<file path="config.mk">
export PLATFORM = sky130hd
export DESIGN_NAME = n1_sarb
export DESIGN_NICKNAME = d
export VERILOG_FILES = /design/src/rtl/n1_pkg.sv /design/src/rtl/n1_sarb.sv
export SDC_FILE = /design/constraint.sdc
export NUM_CORES = 1
export LEC_CHECK = 0
export BUFFER_PORTS_ARGS = -buffer_cell sky130_fd_sc_hd__buf_2
export CAP_MARGIN = 30
export CORE_AREA = 2 2 61 63
export DETAILED_ROUTE_END_ITERATION = 8
export DIE_AREA = 0 0 63 65
export HOLD_SLACK_MARGIN = 0.05
export PLACE_DENSITY_LB_ADDON = 0.08
export SYNTH_ARGS = -nofsm -noshare
export SYNTH_HDL_FRONTEND = slang
export SYNTH_SLANG_ARGS = --single-unit
</file>
<file path="constraint.sdc">
create_clock -name clk_i -period 2.7 [get_ports clk_i]
set_input_delay 0.81 -clock clk_i [delete_from_list [all_inputs] [get_ports clk_i]]
set_output_delay 0.81 -clock clk_i [all_outputs]
set_load 0.01 [all_outputs]
</file>
<file path="src/rtl/n1_pkg.sv">
// rtl/n1_pkg.sv - shared state encoding and round-robin constants for the stack-bus arbiter
package n1_pkg;

  typedef enum logic [1:0] {
    SARB_IDLE = 2'b00,
    SARB_PS   = 2'b01,
    SARB_RS   = 2'b10
  } sarb_state_e;

  // Round-robin flag records which requester was served last.
  localparam logic RR_PS_LAST = 1'b0;
  localparam logic RR_RS_LAST = 1'b1;

  localparam int unsigned SARB_DAT_W = 16;

endpackage

</file>
<file path="src/rtl/n1_sarb.sv">
// rtl/n1_sarb.sv - pipelined Wishbone arbiter merging the PS and RS stack ports onto one stack bus
module n1_sarb
  import n1_pkg::*;
#(
  parameter int SP_WIDTH = 12
) (
  input  logic                  clk_i,
  input  logic                  async_rst_i,
  input  logic                  sync_rst_i,

  input  logic                  ps2sarb_cyc_i,
  input  logic                  ps2sarb_stb_i,
  input  logic                  ps2sarb_we_i,
  input  logic [SP_WIDTH-1:0]   ps2sarb_adr_i,
  input  logic [SARB_DAT_W-1:0] ps2sarb_dat_i,
  output logic                  sarb2ps_ack_o,
  output logic                  sarb2ps_err_o,
  output logic                  sarb2ps_rty_o,
  output logic                  sarb2ps_stall_o,
  output logic [SARB_DAT_W-1:0] sarb2ps_dat_o,

  input  logic                  rs2sarb_cyc_i,
  input  logic                  rs2sarb_stb_i,
  input  logic                  rs2sarb_we_i,
  input  logic [SP_WIDTH-1:0]   rs2sarb_adr_i,
  input  logic [SARB_DAT_W-1:0] rs2sarb_dat_i,
  output logic                  sarb2rs_ack_o,
  output logic                  sarb2rs_err_o,
  output logic                  sarb2rs_rty_o,
  output logic                  sarb2rs_stall_o,
  output logic [SARB_DAT_W-1:0] sarb2rs_dat_o,

  output logic                  sarb2sbus_cyc_o,
  output logic                  sarb2sbus_stb_o,
  output logic                  sarb2sbus_we_o,
  output logic [SP_WIDTH:0]     sarb2sbus_adr_o,
  output logic [SARB_DAT_W-1:0] sarb2sbus_dat_o,
  input  logic                  sbus2sarb_ack_i,
  input  logic                  sbus2sarb_err_i,
  input  logic                  sbus2sarb_rty_i,
  input  logic                  sbus2sarb_stall_i,
  input  logic [SARB_DAT_W-1:0] sbus2sarb_dat_i,

  output logic [1:0]            prb_sarb_state_o
);

  sarb_state_e state_q, state_d;
  logic        rr_q, rr_d;
  logic        grant_ps, grant_rs;

  always_ff @(posedge clk_i or posedge async_rst_i) begin
    if (async_rst_i) begin
      state_q <= SARB_IDLE;
      rr_q    <= RR_RS_LAST;
    end else begin
      state_q <= state_d;
      rr_q    <= rr_d;
    end
  end

  // Grants are combinational so the IDLE winner reaches the bus in the same
  // cycle; the async reset masks them so the bus drops immediately.
  always_comb begin
    state_d  = state_q;
    rr_d     = rr_q;
    grant_ps = 1'b0;
    grant_rs = 1'b0;
    unique case (state_q)
      SARB_IDLE: begin
        if (ps2sarb_cyc_i && rs2sarb_cyc_i) begin
          grant_ps = (rr_q == RR_RS_LAST);
          grant_rs = (rr_q == RR_PS_LAST);
        end else begin
          grant_ps = ps2sarb_cyc_i;
          grant_rs = rs2sarb_cyc_i;
        end
        if (grant_ps) begin
          state_d = SARB_PS;
          rr_d    = RR_PS_LAST;
        end else if (grant_rs) begin
          state_d = SARB_RS;
          rr_d    = RR_RS_LAST;
        end
      end
      SARB_PS: begin
        grant_ps = ps2sarb_cyc_i;
        if (!ps2sarb_cyc_i) state_d = SARB_IDLE;
      end
      SARB_RS: begin
        grant_rs = rs2sarb_cyc_i;
        if (!rs2sarb_cyc_i) state_d = SARB_IDLE;
      end
      default: state_d = SARB_IDLE;
    endcase
    if (async_rst_i) begin
      grant_ps = 1'b0;
      grant_rs = 1'b0;
    end
    if (sync_rst_i) begin
      state_d = SARB_IDLE;
      rr_d    = RR_RS_LAST;
    end
  end

  always_comb begin
    sarb2sbus_cyc_o = 1'b0;
    sarb2sbus_stb_o = 1'b0;
    sarb2sbus_we_o  = 1'b0;
    sarb2sbus_adr_o = '0;
    sarb2sbus_dat_o = '0;
    if (grant_ps) begin
      sarb2sbus_cyc_o = ps2sarb_cyc_i;
      sarb2sbus_stb_o = ps2sarb_stb_i;
      sarb2sbus_we_o  = ps2sarb_we_i;
      sarb2sbus_adr_o = {1'b0, ps2sarb_adr_i};
      sarb2sbus_dat_o = ps2sarb_dat_i;
    end else if (grant_rs) begin
      sarb2sbus_cyc_o = rs2sarb_cyc_i;
      sarb2sbus_stb_o = rs2sarb_stb_i;
      sarb2sbus_we_o  = rs2sarb_we_i;
      sarb2sbus_adr_o = {1'b1, rs2sarb_adr_i};
      sarb2sbus_dat_o = rs2sarb_dat_i;
    end
  end

  // A requester that is not granted sees stall so it holds its request.
  always_comb begin
    sarb2ps_ack_o   = grant_ps & sbus2sarb_ack_i;
    sarb2ps_err_o   = grant_ps & sbus2sarb_err_i;
    sarb2ps_rty_o   = grant_ps & sbus2sarb_rty_i;
    sarb2ps_stall_o = grant_ps ? sbus2sarb_stall_i : ps2sarb_cyc_i;
    sarb2ps_dat_o   = grant_ps ? sbus2sarb_dat_i : '0;
    sarb2rs_ack_o   = grant_rs & sbus2sarb_ack_i;
    sarb2rs_err_o   = grant_rs & sbus2sarb_err_i;
    sarb2rs_rty_o   = grant_rs & sbus2sarb_rty_i;
    sarb2rs_stall_o = grant_rs ? sbus2sarb_stall_i : rs2sarb_cyc_i;
    sarb2rs_dat_o   = grant_rs ? sbus2sarb_dat_i : '0;
  end

  assign prb_sarb_state_o = state_q;

`ifdef FORMAL
  wb_syscon u_wb_syscon (
    .clk_i (clk_i),
    .rst_i (async_rst_i | sync_rst_i)
  );
`endif

endmodule
</file>
==> reports/results.txt, run 1 <==
drt total wl -> 3930 microns
mapped cell area -> 792 sq um
Cells after Synth -> 120
delay-heaviest family, CP -> buffers and inverters
worst endpoint required time -> 1890 ps
fin crit period -> 2620 ps
worst path bufs/invs -> 3
total gr overflow -> 0
Synth Register Bits -> 3
DRC Markers -> 0
crit path launch type -> input pin
post-route antenna net violation count -> 0
die area -> 0.00410 sq mm
design area -> 0.00169 sq mm
num ports -> 159
initial antenna violation count -> 0
DPL Wire Length -> 3110 microns
Area contributors post-synth -> a22o_1, nor2_1, nand2_1
Slew headroom -> 82.3%
sequential area share after synthesis -> 9.64%
worst slew pin tran -> 264 ps
hold buffers post-CTS -> 0
Final Skew -> 3.79 ps
setup tns final -> 0 ps
post-synthesis cell type count -> 21
Post-CTS Setup Bufs -> 0
maxcap violations -> 0
Yosys warnings -> 0
FMAX -> 0.382 GHz
WL/cell -> 12.1 microns
worst hold path class -> reg -> reg
CTS Buf Count -> 3
crit end category -> output pin
H-tree levels -> 1
final period utilization -> 96.9%
CTS tree -> yes
endpoints failing hold -> 0
Clock Pin Slew Worst Setup and Hold Paths -> 40 ps
clk_lat worst skew -> 230 ps
Layout area overhead -> 114%
syn avg cell area -> 6.60 sq um
Met2 Routed Length -> 2140 microns
Starting Density -> 22.7%
RSZ-0062 raised after global routing -> false
max-slew violation count -> 0
Top cell by count, worst path -> buf_2
first-pass GRT wire length -> 6040 microns
Lkg Pwr -> 1.09 nW
global placer's final weighted congestion -> 0.695
Tot GR Track Use -> 18.0%
Metal-1 WL -> 1460 microns
met3 wire len -> 332 microns
DR vias -> 1,468
share of the synthesized area in the top cell type -> 33.2%
drt pass-1 iters -> 4
DR iter-0 viols -> 66
Final Core Density -> 48.5%
Synth Net Count -> 205
core area -> 0.00350 sq mm
CP Max Fanout -> 15
Die Y -> 65 microns
top layer in use -> met3
status -> completed
vias in the first global route -> 1,288
share of layout cells above drive strength 1 -> 62.5%
clk sink count -> 3
root buffer cell -> clkbuf_4
Placed Area -> 0.00163 sq mm
Row Count -> 22
port bufs -> 158
Pwr Total -> 0.424 mW
critical path arrival -> 1810 ps
CP Cell Sequence -> buf_2, nor3b_4, nor3_4, buf_12, a22o_1, buf_2
dpl ws -> 12.0 ps
Setup CP Type -> in -> out
Die X -> 63 microns
largest net degree at the start of global routing -> 32
Max stage delay on crit path -> 220 ps
# setup viols final -> 0
Setup WS post-layout -> 82.4 ps
vias per cell -> 4.52
Synth area leader -> a22o_1
Worst VDD drop -> 219 uV
Final #Nets -> 363
CP max stage cell -> nor3_4
clk buf depth -> 2
Antenna Cells -> 0
pwr/cell area -> 251 mW/mm^2
==> report_power, final <==
group          internal (mW)  switching (mW)  leakage [nW]
combinational          0.147           0.143          1.04
clock                 0.0555          0.0246        0.0150
sequential            0.0499         0.00490        0.0371
total                  0.252           0.173          1.09
==> path summary, 6_finish.rpt <==
check                                                 from                               to  slack, ps  cells after the start
setup reg to reg           prb_sarb_state_o[0]$_DFFE_PP0P_  prb_sarb_state_o[0]$_DFFE_PP0P_       1480                      4
min in group asynchronous                      async_rst_i  prb_sarb_state_o[1]$_DFFE_PP0P_        860                      4
hold / removal             prb_sarb_state_o[1]$_DFFE_PP0P_                 rr_q$_DFFE_PP1P_        600                      2
hold reg to reg            prb_sarb_state_o[1]$_DFFE_PP0P_                 rr_q$_DFFE_PP1P_        600                      2
setup / recovery                             rs2sarb_cyc_i               sarb2sbus_dat_o[7]         80                      6
max in group asynchronous                      async_rst_i                 rr_q$_DFFE_PP1P_       1650                      4
==> synth_stat cells <==
master    number
clkbuf_1       2
and3b_1        1
o31a_1         1
dfstp_2        1
dfrtp_1        2
o41a_1         2
a21oi_1        1
nor2_1        41
nand2_1       19
buf_2          4
nand3b_1       1
inv_1          1
buf_6          6
a22o_1        30
or2_1          1
nor3b_2        1
nor3_4         1
nand2b_1       2
nor3_2         1
nand2b_4       1
o21ai_0        1
==> layer usage <==
| metal | track usage (%) | up-vias |
|---|---|---|
| met5 | 0 | - |
| met4 | 5.56 | 0 |
| met3 | 3.99 | 0 |
| met2 | 35.2 | 68 |
| met1 | 18.8 | 660 |
| li1 | - | 740 |
==> cell families (layout without fill, tap and decap cells) <==
family	after synthesis	in the layout	share of synthesized area, %
buffers and inverters	13	170	12.5
and+or+nand+nor	69	69	39.5
DFF	3	3	9.64
AOI/OAI and AO/OA	35	35	38.4
==> through the flow <==
step / std cells / hold WS, ps
global placement: 320 / 595
floorplan: 120 / 594
detailed placement: 320 / 593
global route: 325 / 655
CTS: 324 / 600
finish: 325 / 604
==> cells in the final DEF, fill, tap and decap left out, drive strengths merged, types with 2 or more instances in the layout <==
master / Yosys / final
o41a: 2 / 2
clkbuf: 2 / 5
nand2b: 3 / 3
dfrtp: 2 / 2
buf: 10 / 164
nor2: 41 / 41
nand2: 19 / 19
nor3: 2 / 2
a22o: 30 / 30
==> sequential cells by signal (all words and copies together) (netlist names) <==
signal            count
prb_sarb_state_o      2
rr_q                  1
==> tightest hold or removal path: stages, from the launching register on <==
cell and delay (ps):
dfrtp_1 390, o21ai_0 100, o31a_1 100
==> what timing repair did <==
| item | CTS | global route |
|---|---|---|
| resized for setup | 0 | 2 |
| endpoints found under the hold margin | 0 | 0 |
| endpoints found under the setup margin | 0 | 7 |
==> final cells by class <==
cell class                 instances  area [sq um]
fill                             377          1800
timing repair buffer             165           898
multi-input combinational        104           629
sequential                         3          76.3
tap                               48          60.1
clock buffer                       4          26.3
inverter                           1          3.75
Power figures use the tool's default switching activity.
==> run 2, diff against run 1 <==
Settings changed: CELL_PAD_IN_SITES_DETAIL_PLACEMENT set to 1, CELL_PAD_IN_SITES_GLOBAL_PLACEMENT set to 2, CORE_AREA 2 2 61 63 to unset, CORE_UTILIZATION set to 10, DIE_AREA 0 0 63 65 to unset.
==> reports/results.txt, run 2 (synthesis results as in run 1) <==
fin crit period -> 2690 ps
CTS Buf Count -> 3
Layout area overhead -> 165%
Max stage delay on crit path -> 270 ps
crit end category -> output pin
# setup viols final -> 0
sw frac -> 37.2%
DPL Wire Length -> 4160 microns
commonest cells after routing, fill and taps aside -> buf_2, a22o_1, nor2_1
Lkg Pwr -> 1.22 nW
FMAX -> 0.372 GHz
Setup CP Type -> in -> out
total gr overflow -> 0
clk_lat worst skew -> 210 ps
worst slew pin tran -> 202 ps
endpoints failing hold -> 0
drt pass-1 iters -> 4
maxcap violations -> 0
global placer's final weighted congestion -> 0.715
P_int -> 0.347 mW
pwr/cell area -> 263 mW/mm^2
commonest non-fill, non-tap cell in the layout -> buf_2
Reg2Reg Setup Slack -> 1360 ps
port bufs -> 158
DR iter-0 viols -> 32
DR vias -> 1,567
Die X -> 91.0 microns
worst hold path class -> reg -> reg
worst endpoint required time -> 1890 ps
max-slew violation count -> 0
dpl ws -> -225 ps
largest net degree at the start of global routing -> 23
Final Core Density -> 27.3%
CTS tree -> yes
drt total wl -> 5460 microns
die area -> 0.00828 sq mm
hold_ws -> 657 ps
Worst VDD drop -> 86.8 uV
hold buffers post-CTS -> 0
final period utilization -> 99.4%
clk buf depth -> 2
Starting Density -> 10.3%
RSZ-0062 raised after global routing -> true
initial antenna violation count -> 0
clk sink count -> 3
max FFs per register -> 2
DRC Markers -> 0
Slew headroom -> 86.5%
vias in the first global route -> 1,603
Clk pwr share -> 23.2%
root buffer cell -> clkbuf_8
CP Cell Sequence -> buf_6, nor3b_4, buf_4, or2_4, clkbuf_16, nor2_2, buf_2
Final #Nets -> 379
critical path arrival -> 1880 ps
Seq pwr share -> 9.7%
core area -> 0.00769 sq mm
Die Y -> 91.0 microns
Comb power frac -> 67.1%
CP Max Fanout -> 5
P_sw -> 0.205 mW
first-pass GRT wire length -> 8510 microns
share of layout cells above drive strength 1 -> 70.6%
status -> completed
Clock Pin Slew Worst Setup and Hold Paths -> 30 ps
Final Skew -> 1.39 ps
post-route antenna net violation count -> 0
Row Count -> 32
CP max stage cell -> or2_4
crit path launch type -> input pin
vias per cell -> 3.97
H-tree levels -> 1
Tot GR Track Use -> 12.8%
WL/cell -> 13.8 microns
num ports -> 159
Setup WS post-layout -> 14.9 ps
Antenna Cells -> 0
run 2: final cells by class:
cell class	count	area, sq um
multi-input combinational	104	693
clock buffer	4	45.0
inverter	1	3.75
tap	102	128
sequential	3	76.3
fill	977	5590
timing repair buffer	181	1160
run 2: path summary, 6_finish.rpt:
kind,from,end,cells after the start
min in group asynchronous,async_rst_i,prb_sarb_state_o[1]$_DFFE_PP0P_,4
min reg2reg,prb_sarb_state_o[1]$_DFFE_PP0P_,rr_q$_DFFE_PP1P_,3
min,prb_sarb_state_o[1]$_DFFE_PP0P_,rr_q$_DFFE_PP1P_,3
max reg2reg,prb_sarb_state_o[1]$_DFFE_PP0P_,prb_sarb_state_o[0]$_DFFE_PP0P_,5
max,rs2sarb_cyc_i,sarb2ps_dat_o[3],7
max in group asynchronous,async_rst_i,rr_q$_DFFE_PP1P_,4
run 2: repair_timing:
action                     CTS  global route
pin swaps                    6             2
gates resized for setup     11            26
cloned                       3             1
setup endpoints to repair   33            49
setup buffers                6             2
run 2: per-stage QoR:
stage / total power [mW] / TNS [ps] / std cells / cell area, sq um
after detailed placement: 0.366 / -4760 / 382 / 1780
after CTS: 0.539 / -2.05 / 394 / 1990
after global placement: 0.361 / -16130 / 381 / 1760
after floorplan: 0.199 / 0 / 120 / 792
after global routing: 0.595 / -205 / 395 / 2100
final: 0.553 / 0 / 395 / 2100
run 2: per-layer routing:
metal | track usage [%] | routed length (microns) | vias up
li1 | - | - | 776
met1 | 14.6 | 2210 | 713
met2 | 24.1 | 2830 | 72
met3 | 2.93 | 358 | 6
met4 | 2.51 | 58 | 0
met5 | 0 | 0 | -
run 2: power groups by stage:
stage	clock network [mW]	logic (mW)	registers (mW)
2_1_floorplan	0	0.145	0.0547
3_3_place_gp	0	0.308	0.0532
3_5_place_dp	0	0.313	0.0530
4_1_cts	0.134	0.353	0.0525
5_1_grt	0.137	0.404	0.0541
6_report	0.128	0.371	0.0535
run 2: worst max-delay path: cells and delay by family:
family                 cells  cell delay, ps
AND/OR/NAND/NOR            3             520
buffers and inverters      4             550
==> run 3, diff against run 2 <==
Settings changed: PLACE_DENSITY_LB_ADDON 0.08 to 0.05.
==> reports/results.txt, run 3 (synthesis results as in run 1) <==
status -> completed
Worst VDD drop -> 123 uV
Starting Density -> 10.3%
Final #Nets -> 379
reg2reg start -> prb_sarb_state_o[1]$_DFFE_PP0P_
Seq pwr share -> 9.8%
maxcap violations -> 0
CP Max Fanout -> 6
Setup CP Type -> in -> out
Clock Pin Slew Worst Setup and Hold Paths -> 30 ps
Hold Crit Start -> prb_sarb_state_o[1]$_DFFE_PP0P_
critical path arrival -> 1830 ps
DPL Wire Length -> 3790 microns
num ports -> 159
Layout area overhead -> 161%
vias in the first global route -> 1,568
drt total wl -> 5160 microns
first-pass GRT wire length -> 7310 microns
setup tns final -> 0 ps
core area -> 0.00769 sq mm
Die Y -> 91.0 microns
max-slew violation count -> 0
port bufs -> 158
global placer's final weighted congestion -> 0.657
max FFs per register -> 2
crit end category -> output pin
clk buf depth -> 2
fin crit period -> 2640 ps
Placed Cells -> 383
endpoints failing hold -> 0
Final Skew -> 0.347 ps
CTS Buf Count -> 3
FMAX -> 0.379 GHz
die area -> 0.00828 sq mm
Antenna Cells -> 0
DRC Markers -> 0
post-route antenna net violation count -> 0
clk sink count -> 3
drt pass-1 iters -> 4
# setup viols final -> 0
DR iter-0 viols -> 43
largest net degree at the start of global routing -> 23
Clk pwr share -> 23.7%
Tot GR Track Use -> 10.6%
Placed Area -> 0.00179 sq mm
root buffer cell -> clkbuf_8
P_sw -> 0.198 mW
P_int -> 0.345 mW
CTS tree -> yes
final period utilization -> 97.7%
pwr/cell area -> 263 mW/mm^2
Slew headroom -> 83.1%
commonest non-fill, non-tap cell in the layout -> buf_2
DR vias -> 1,560
vias per cell -> 3.95
commonest cells after routing, fill and taps aside -> buf_2, nor2_1, a22o_1
worst hold path class -> reg -> reg
CP Launch Point -> rs2sarb_cyc_i
initial antenna violation count -> 0
Non-Filler Instances -> 395
Comb power frac -> 66.4%
worst slew pin tran -> 254 ps
Row Count -> 32
Lkg Pwr -> 1.22 nW
design area -> 0.00207 sq mm
crit path launch type -> input pin
RSZ-0062 raised after global routing -> false
WL/cell -> 13.1 microns
share of layout cells above drive strength 1 -> 67.9%
worst endpoint required time -> 1890 ps
Die X -> 91.0 microns
H-tree levels -> 1
total gr overflow -> 0
clk_lat worst skew -> 210 ps
sw frac -> 36.5%
hold buffers post-CTS -> 0
-- run 3: changes by cell type in the layout (fill, tap and decap cells not counted), sizes merged --
cell,delta
clkbuf,+3
buf,-3
-- run 3: path summary, 6_finish.rpt --
path,to,slack [ps],cells past startpoint
min,rr_q$_DFFE_PP1P_,670,3
min reg2reg,rr_q$_DFFE_PP1P_,670,3
max,sarb2sbus_adr_o[3],60,7
min in group asynchronous,prb_sarb_state_o[1]$_DFFE_PP0P_,780,4
max reg2reg,prb_sarb_state_o[0]$_DFFE_PP0P_,1440,5
max in group asynchronous,rr_q$_DFFE_PP1P_,1710,4
-- run 3: worst max-delay path, cell delays in order --
cell       delay (ps)
buf_6              70
nor3b_4           260
nor3_4             80
buf_12            140
clkbuf_16         150
a22o_1            180
buf_2             140
-- run 3: power groups by stage --
stage          clock, mW  sequential, mW  combinational [mW]
5_1_grt            0.135          0.0536               0.396
6_report           0.129          0.0534               0.360
3_3_place_gp           0          0.0530               0.311
2_1_floorplan          0          0.0547               0.145
3_5_place_dp           0          0.0528               0.313
4_1_cts            0.131          0.0523               0.326
-- run 3: layout make-up --
type	instances	area, sq um
fill	994	5620
timing repair buffer	181	1150
multi-input combinational	104	668
tap	102	128
sequential	3	76.3
clock buffer	4	45.0
inverter	1	3.75
-- run 3: routing by layer --
metal	track usage, %	part of all wire (%)	vias up
li1	-	-	773
met1	11.1	38	695
met2	21.4	53	92
met3	2.26	9.8	0
met4	1.59	0	0
met5	0	0	-
-- run 3: through the flow --
step	total power [mW]	worst slack (ps)	utilization (%)	hold slack, ps
6_report	0.543	62.7	26.9	673
5_1_grt	0.584	10.0	26.9	717
4_1_cts	0.510	6.07	24.5	657
3_5_place_dp	0.366	-218	23.3	654
3_3_place_gp	0.364	-588	22.9	645
2_1_floorplan	0.199	315	-	594
-- run 3: timing repair --
item                                    4_1_cts  5_1_grt
gates cloned                                  1        5
endpoints found under the setup margin       33       46
buffers inserted                              3        1
pin swaps                                     4        4
resized for setup                            10       18
